### src/rtl/uart_msg_streamer.sv
// ---------------------------------------------------------------------------
// uart_msg_streamer
//
// Streams a fixed ASCII template, one byte at a time, to a uart_tx over a
// valid/ready byte interface. A window of the template is overwritten with the
// uppercase hexadecimal rendering of a live input value. That value is
// captured once at the start of each message, so a changing input cannot
// tear a message in flight.
//
// Messages are started by a periodic tick, an external trigger, or both.
// One request arriving while a message is in progress is remembered and is
// served right after the current message. Any further request in that time
// is dropped and latches the sticky overrun flag.
//
// Parameters
//   PERIOD_CYCLES : clk cycles between periodic ticks (>= 2)
//   MSG_LEN       : template length in bytes (2..64)
//   TEXT          : template, byte 0 in the most significant byte, sent first
//   FIELD_POS     : index of the first hex digit in the template
//   FIELD_DIGITS  : number of hex digits (FIELD_POS+FIELD_DIGITS <= MSG_LEN)
//
// Ports
//   clk           : system clock
//   rst_n         : asynchronous active-low reset
//   periodic_en   : enables the periodic tick timer
//   trigger       : single-cycle send request
//   value         : value rendered into the hex field
//   tx_data       : byte presented to uart_tx
//   tx_data_valid : tx_data holds a byte to transfer
//   tx_data_ready : uart_tx can accept a byte
//   busy          : a message is in progress (LOAD through DONE)
//   msg_done      : one-cycle pulse after the last byte has been accepted
//   overrun       : sticky, a request was dropped
//   msg_count     : completed messages, wraps 65535 -> 0
// ---------------------------------------------------------------------------
module uart_msg_streamer #(
    parameter int                   PERIOD_CYCLES = 27_000_000,
    parameter int                   MSG_LEN       = 16,
    parameter logic [MSG_LEN*8-1:0] TEXT          = {"Counter 0x????", 8'h0D, 8'h0A},
    parameter int                   FIELD_POS     = 10,
    parameter int                   FIELD_DIGITS  = 4
) (
    input  logic                      clk,
    input  logic                      rst_n,
    input  logic                      periodic_en,
    input  logic                      trigger,
    input  logic [4*FIELD_DIGITS-1:0] value,
    output logic [7:0]                tx_data,
    output logic                      tx_data_valid,
    input  logic                      tx_data_ready,
    output logic                      busy,
    output logic                      msg_done,
    output logic                      overrun,
    output logic [15:0]               msg_count
);

    localparam int VAL_W = 4 * FIELD_DIGITS;
    localparam int IDX_W = $clog2(MSG_LEN);
    localparam int TMR_W = $clog2(PERIOD_CYCLES);

    localparam logic [IDX_W-1:0] LAST_IDX = IDX_W'(MSG_LEN - 1);
    localparam logic [TMR_W-1:0] LAST_TMR = TMR_W'(PERIOD_CYCLES - 1);

    typedef enum logic [2:0] {
        S_IDLE,
        S_LOAD,
        S_SEND,
        S_HOLD,
        S_DONE
    } state_t;

    // -----------------------------------------------------------------------
    // Registers and wires
    // -----------------------------------------------------------------------
    state_t             r_state;
    logic [TMR_W-1:0]   r_timer;
    logic [IDX_W-1:0]   r_idx;
    logic [VAL_W-1:0]   r_snap;
    logic               r_pending;
    logic               r_overrun;
    logic [7:0]         r_data;
    logic               r_valid;
    logic               r_busy;
    logic               r_done;
    logic [15:0]        r_count;

    logic               w_tick;
    logic               w_req;
    logic [VAL_W-1:0]   w_snap_src;
    logic [7:0]         w_msg [MSG_LEN];
    logic [IDX_W-1:0]   w_idx_inc;
    logic [IDX_W-1:0]   w_next_idx;
    logic [7:0]         w_next_byte;

    // -----------------------------------------------------------------------
    // Hex digit encoding: 0-9 -> '0'..'9', 10-15 -> 'A'..'F'
    // -----------------------------------------------------------------------
    function automatic logic [7:0] hex_char(input logic [3:0] n);
        logic [7:0] c;
        if (n < 4'd10) begin
            c = 8'h30 + {4'h0, n};
        end else begin
            c = 8'h37 + {4'h0, n};
        end
        return c;
    endfunction

    // -----------------------------------------------------------------------
    // Periodic tick timer. Held at zero while disabled so that enabling it
    // always yields a full period before the first tick.
    // -----------------------------------------------------------------------
    assign w_tick = periodic_en && (r_timer == LAST_TMR);

    always_ff @(posedge clk or negedge rst_n) begin
        if (!rst_n) begin
            r_timer <= '0;
        end else if (!periodic_en || w_tick) begin
            r_timer <= '0;
        end else begin
            r_timer <= r_timer + 1'b1;
        end
    end

    // A tick and a trigger in the same cycle are one request.
    assign w_req = w_tick | trigger;

    // -----------------------------------------------------------------------
    // Message rendering. In LOAD the snapshot register is only being written,
    // so byte 0 is rendered from the live input that the snapshot captures
    // in that same cycle; afterwards the snapshot register is used.
    // -----------------------------------------------------------------------
    assign w_snap_src = (r_state == S_LOAD) ? value : r_snap;

    for (genvar gi = 0; gi < MSG_LEN; gi++) begin : g_msg
        if (gi >= FIELD_POS && gi < FIELD_POS + FIELD_DIGITS) begin : g_field
            // Most significant nibble goes into the lowest field byte.
            assign w_msg[gi] = hex_char(
                w_snap_src[(FIELD_DIGITS - 1 - (gi - FIELD_POS)) * 4 +: 4]);
        end else begin : g_text
            assign w_msg[gi] = TEXT[(MSG_LEN - 1 - gi) * 8 +: 8];
        end
    end

    // Index of the byte to be loaded into the output register on the next
    // transition into SEND: byte 0 from LOAD, the following byte from HOLD.
    assign w_idx_inc   = r_idx + 1'b1;
    assign w_next_idx  = (r_state == S_LOAD) ? '0 : w_idx_inc;
    assign w_next_byte = w_msg[w_next_idx];

    // -----------------------------------------------------------------------
    // Control FSM with registered outputs
    // -----------------------------------------------------------------------
    always_ff @(posedge clk or negedge rst_n) begin
        if (!rst_n) begin
            r_state   <= S_IDLE;
            r_idx     <= '0;
            r_snap    <= '0;
            r_pending <= 1'b0;
            r_overrun <= 1'b0;
            r_data    <= 8'h00;
            r_valid   <= 1'b0;
            r_busy    <= 1'b0;
            r_done    <= 1'b0;
            r_count   <= 16'h0000;
        end else begin
            r_done <= 1'b0;

            case (r_state)
                S_IDLE: begin
                    if (w_req || r_pending) begin
                        r_state <= S_LOAD;
                        r_busy  <= 1'b1;
                        // When a buffered request is being served and a new
                        // one arrives in the same cycle, the new one takes
                        // the buffer slot instead of being lost.
                        r_pending <= r_pending & w_req;
                    end
                end

                S_LOAD: begin
                    r_snap  <= value;
                    r_idx   <= '0;
                    r_data  <= w_next_byte;
                    r_valid <= 1'b1;
                    r_state <= S_SEND;
                end

                S_SEND: begin
                    // Data and valid stay untouched until the handshake.
                    if (tx_data_ready) begin
                        r_valid <= 1'b0;
                        r_state <= S_HOLD;
                    end
                end

                S_HOLD: begin
                    // At least one idle cycle between bytes gives uart_tx
                    // time to drop ready after accepting a byte.
                    if (r_idx == LAST_IDX) begin
                        r_state <= S_DONE;
                    end else if (tx_data_ready) begin
                        r_idx   <= w_idx_inc;
                        r_data  <= w_next_byte;
                        r_valid <= 1'b1;
                        r_state <= S_SEND;
                    end
                end

                S_DONE: begin
                    r_done  <= 1'b1;
                    r_count <= r_count + 16'd1;
                    r_busy  <= 1'b0;
                    r_state <= S_IDLE;
                end

                default: begin
                    r_state <= S_IDLE;
                end
            endcase

            // Requests arriving while a message is in progress.
            if (r_state != S_IDLE && w_req) begin
                if (r_pending) begin
                    r_overrun <= 1'b1;
                end else begin
                    r_pending <= 1'b1;
                end
            end
        end
    end

    // -----------------------------------------------------------------------
    // Outputs
    // -----------------------------------------------------------------------
    assign tx_data       = r_data;
    assign tx_data_valid = r_valid;
    assign busy          = r_busy;
    assign msg_done      = r_done;
    assign overrun       = r_overrun;
    assign msg_count     = r_count;

endmodule

### config.mk
export PLATFORM = sky130hd
export DESIGN_NAME = uart_msg_streamer
export DESIGN_NICKNAME = d
export VERILOG_FILES = /design/src/rtl/uart_msg_streamer.sv
export SDC_FILE = /design/constraint.sdc
export NUM_CORES = 1
export LEC_CHECK = 0
export CAP_MARGIN = 20
export CORE_ASPECT_RATIO = 2
export CORE_MARGIN = 2
export CORE_UTILIZATION = 45
export CTS_CLUSTER_DIAMETER = 30
export CTS_CLUSTER_SIZE = 40
export DETAILED_ROUTE_END_ITERATION = 8
export PLACE_DENSITY = 0.67
export SKIP_LAST_GASP = 1
export SLEW_MARGIN = 10
export SYNTH_ARGS = -nofsm -noshare
export SYNTH_HDL_FRONTEND = slang
export SYNTH_SLANG_ARGS = --single-unit
export TNS_END_PERCENT = 30
### constraint.sdc
create_clock -name clk -period 2.9 [get_ports clk]
set_clock_uncertainty 0.2 [all_clocks]
set_input_delay 0.58 -clock clk [delete_from_list [all_inputs] [get_ports clk]]
set_output_delay 0.58 -clock clk [all_outputs]
set_load 0.05 [all_outputs]
==> reports/metrics.csv, run 1 <==
metric,value,unit
Ys Warns,0,
CP Launch Type,flip-flop,
Initial Util,0.462,
die area,0.00962,mm^2
global-route wire length before repair,15300,um
post-cts repair resize count,0,
number of primary I/O pins,49,
CTS Buf Count,9,
Main synth FF type,dfrtp_1,
number of flops mapped to enable cells by yosys,0,
fin area,0.00486,mm^2
"Clk Latency, worst-skew pair",0.34,ns
antenna diode count,0,
sequential share of the synthesized area,0.480,
CTS tree,yes,
number of global-route vias before repair,3307,
worst slew pin tran,0.955,ns
Post-Place Cell Area,0.00454,mm^2
synthesized net count,452,
Placed Cells,564,
Layout area overhead,22.7,%
Post-DP HPWL,6820,um
"most common cell after layout, fill and taps aside",dfrtp_1,
remaining routing DRC violations,0,
antenna violations before repair,0,
via/cell ratio,5.70,
Avg WL per Cell,16.3,um
Fin. Hold Viols,0,
async set or reset register ratio after synthesis,1.00,
1st-iter DRT viols,199,
Worst Slack Setup Final,0.328,ns
Clock Path Buffers,2,
max-cap viol count,0,
Mean Syn Cell Area,9.28,um^2
Routed WL,9420,um
TritonRoute pass-1 iters,4,
RSZ-0062 raised after global routing,false,
fmax,389,MHz
fillers,780,
Finished Layout Cells,579,
Final period util,0.887,
Routed Antenna Nets,0,
final setup vio count,0,
"FF+latch count, synth",76,
status,"finished, final reports clean",
largest net degree at the start of global routing,77,
Cells after Synth,427,
clk root buf,clkbuf_16,
CTS Hold Bufs,0,
Die Span X,70.4,um
"Clk pin slew, worst setup/hold paths",0.06,ns
Multi-input gate area,0.00194,mm^2
critical setup path kind,reg2reg,
Port Buffers,47,
NumNets Final,500,
PD cells,838,mW/mm^2
global route overflow,0,
"Slew Viols, Final",0,
H-tree Lvls,3,
crit end category,flip-flop,
Design Power,0.00408,W
layout cell share with drive strength beyond 1,0.0647,
setup TNS,0,ns
FF/Latch Area,0.00190,mm^2
Netlist cell types,58,
core area,0.00859,mm^2
Worst Hold Class,in2async,
"Min Clock Period, post-route",2.57,ns
Vias,3300,
Leak Pwr,2.13,nW
Max VDD drop,0.477,mV
Worst Path Arrival,2.62,ns
max_slew headroom,0.364,
Clock Sinks,76,
RD Place Congestion,0.927,
setup bufs post-CTS,0,
Row Count,48,
DP Worst Slack,0.347,ns
most frequent cells in the layout,"76 x dfrtp_1, 74 x nand2_1, 46 x clkdlybuf4s50_1, 43 x nor2_1, 30 x xnor2_1",
GRT Total Usage,0.208,
Syn Std Cell Area,0.00396,mm^2
required time of the critical path,2.95,ns
Die Height,137,um
Worst Path Max Fanout,10,
Yosys cell counts, types with 4 or more instances:
master | n | area (um^2)
dfrtp_1 | 76 | 1900
xnor2_1 | 30 | 263
nor4bb_1 | 4 | 40.0
and2_1 | 4 | 25.0
or3_1 | 4 | 25.0
mux2i_1 | 6 | 60.1
a31oi_1 | 4 | 25.0
and4_1 | 8 | 70.1
xor2_1 | 17 | 149
nand4_1 | 11 | 68.8
buf_2 | 5 | 25.0
nor2_1 | 43 | 161
nor3_1 | 4 | 20.0
nand3_1 | 12 | 60.1
inv_1 | 12 | 45.0
and3_1 | 8 | 50.1
o21ai_0 | 20 | 100
nand2b_1 | 5 | 31.3
a21oi_1 | 17 | 85.1
ha_1 | 4 | 50.1
nand2_1 | 74 | 278
clkbuf_1 | 9 | 33.8
worst paths after layout:
| path | start | to | slack, ns | depth (start not counted) |
|---|---|---|---|---|
| worst max-delay path | r_state[0]$_DFFE_PN0P_ | tx_data[2]$_DFFE_PN0P_ | 0.33 | 8 |
| worst min-delay path | rst_n | r_timer[12]$_DFF_PN0_ | 0.19 | 1 |
| worst max register to register | r_state[0]$_DFFE_PN0P_ | tx_data[2]$_DFFE_PN0P_ | 0.33 | 8 |
| worst min register to register | msg_count[15]$_DFFE_PN0P_ | msg_count[15]$_DFFE_PN0P_ | 0.26 | 1 |
| max in group asynchronous | rst_n | tx_data[5]$_DFFE_PN0P_ | 1.69 | 1 |
| min in group clk | msg_count[15]$_DFFE_PN0P_ | msg_count[15]$_DFFE_PN0P_ | 0.26 | 1 |
critical path, cell delays in order, from the launching register on:
cell      delay (ns)
dfrtp_1         0.47
nor3b_2         0.46
mux2i_1         0.29
ha_1            0.20
nand2_1         0.07
or2_2           0.27
o21ai_0         0.25
a221oi_1        0.13
o21ai_0         0.16
power by group:
group          total, W  switching, W  internal (W)
clock           0.00122      0.000427      0.000794
sequential      0.00137      0.000162       0.00121
combinational   0.00148      0.000924      0.000557
total           0.00408       0.00151       0.00256
layout make-up:
class	count	share of cell area
Tap cell	100	0.0257
Timing Repair Buffer	55	0.109
Clock buffer	11	0.0520
Multi-Input combinational cell	321	0.398
Inverter	12	0.00926
Clock inverter	4	0.0149
Sequential cell	76	0.391
state kept, by name, indices dropped and copies added, names as in the netlist:
register,cells
r_timer,25
msg_count,16
r_snap,16
tx_data,7
r_idx,4
r_state,3
busy,1
msg_done,1
overrun,1
r_pending,1
tx_data_valid,1
per-stage QoR:
stage | hold WS (ns) | util
after CTS | 0.235 | 0.566
after detailed placement | 0.256 | 0.528
after global placement | 0.258 | 0.528
after global routing | 0.285 | 0.566
final | 0.193 | 0.566
after floorplan | 0.0844 | -
logic make-up (layout without fill, tap and decap cells):
family	count (synthesis)	count (layout)	share of synthesized area
compound gates	70	70	0.114
fa+ha+maj	5	5	0.0152
xor+xnor	47	47	0.104
flops	76	76	0.480
other cells	1	1	0.000946
buf+inv	30	82	0.0328
simple gates	192	192	0.239
mux	6	6	0.0152
layer usage:
metal | part of all wire | wire, um | vias up | track usage
met3 | 0.028 | 259 | 37 | 0.0376
met5 | 0 | 0 | - | 0
met1 | 0.36 | 3420 | 1609 | 0.203
li1 | - | - | 1576 | -
met2 | 0.55 | 5170 | 78 | 0.376
met4 | 0.061 | 570 | 0 | 0.165
Power figures use the tool's default switching activity.
==> run 2, diff against run 1 <==
SKIP_CTS_REPAIR_TIMING = 1   (was not set)
==> results of run 2 <==
Final layout, timing and power as in run 1 (identical DEF).
==> run 3, diff against run 2 <==
ABC_CLOCK_PERIOD_IN_PS = 2900   (was not set)
CTS_CLUSTER_DIAMETER = 40   (was 30)
==> results of run 3 <==
Final layout, timing and power as in run 1 (identical DEF).
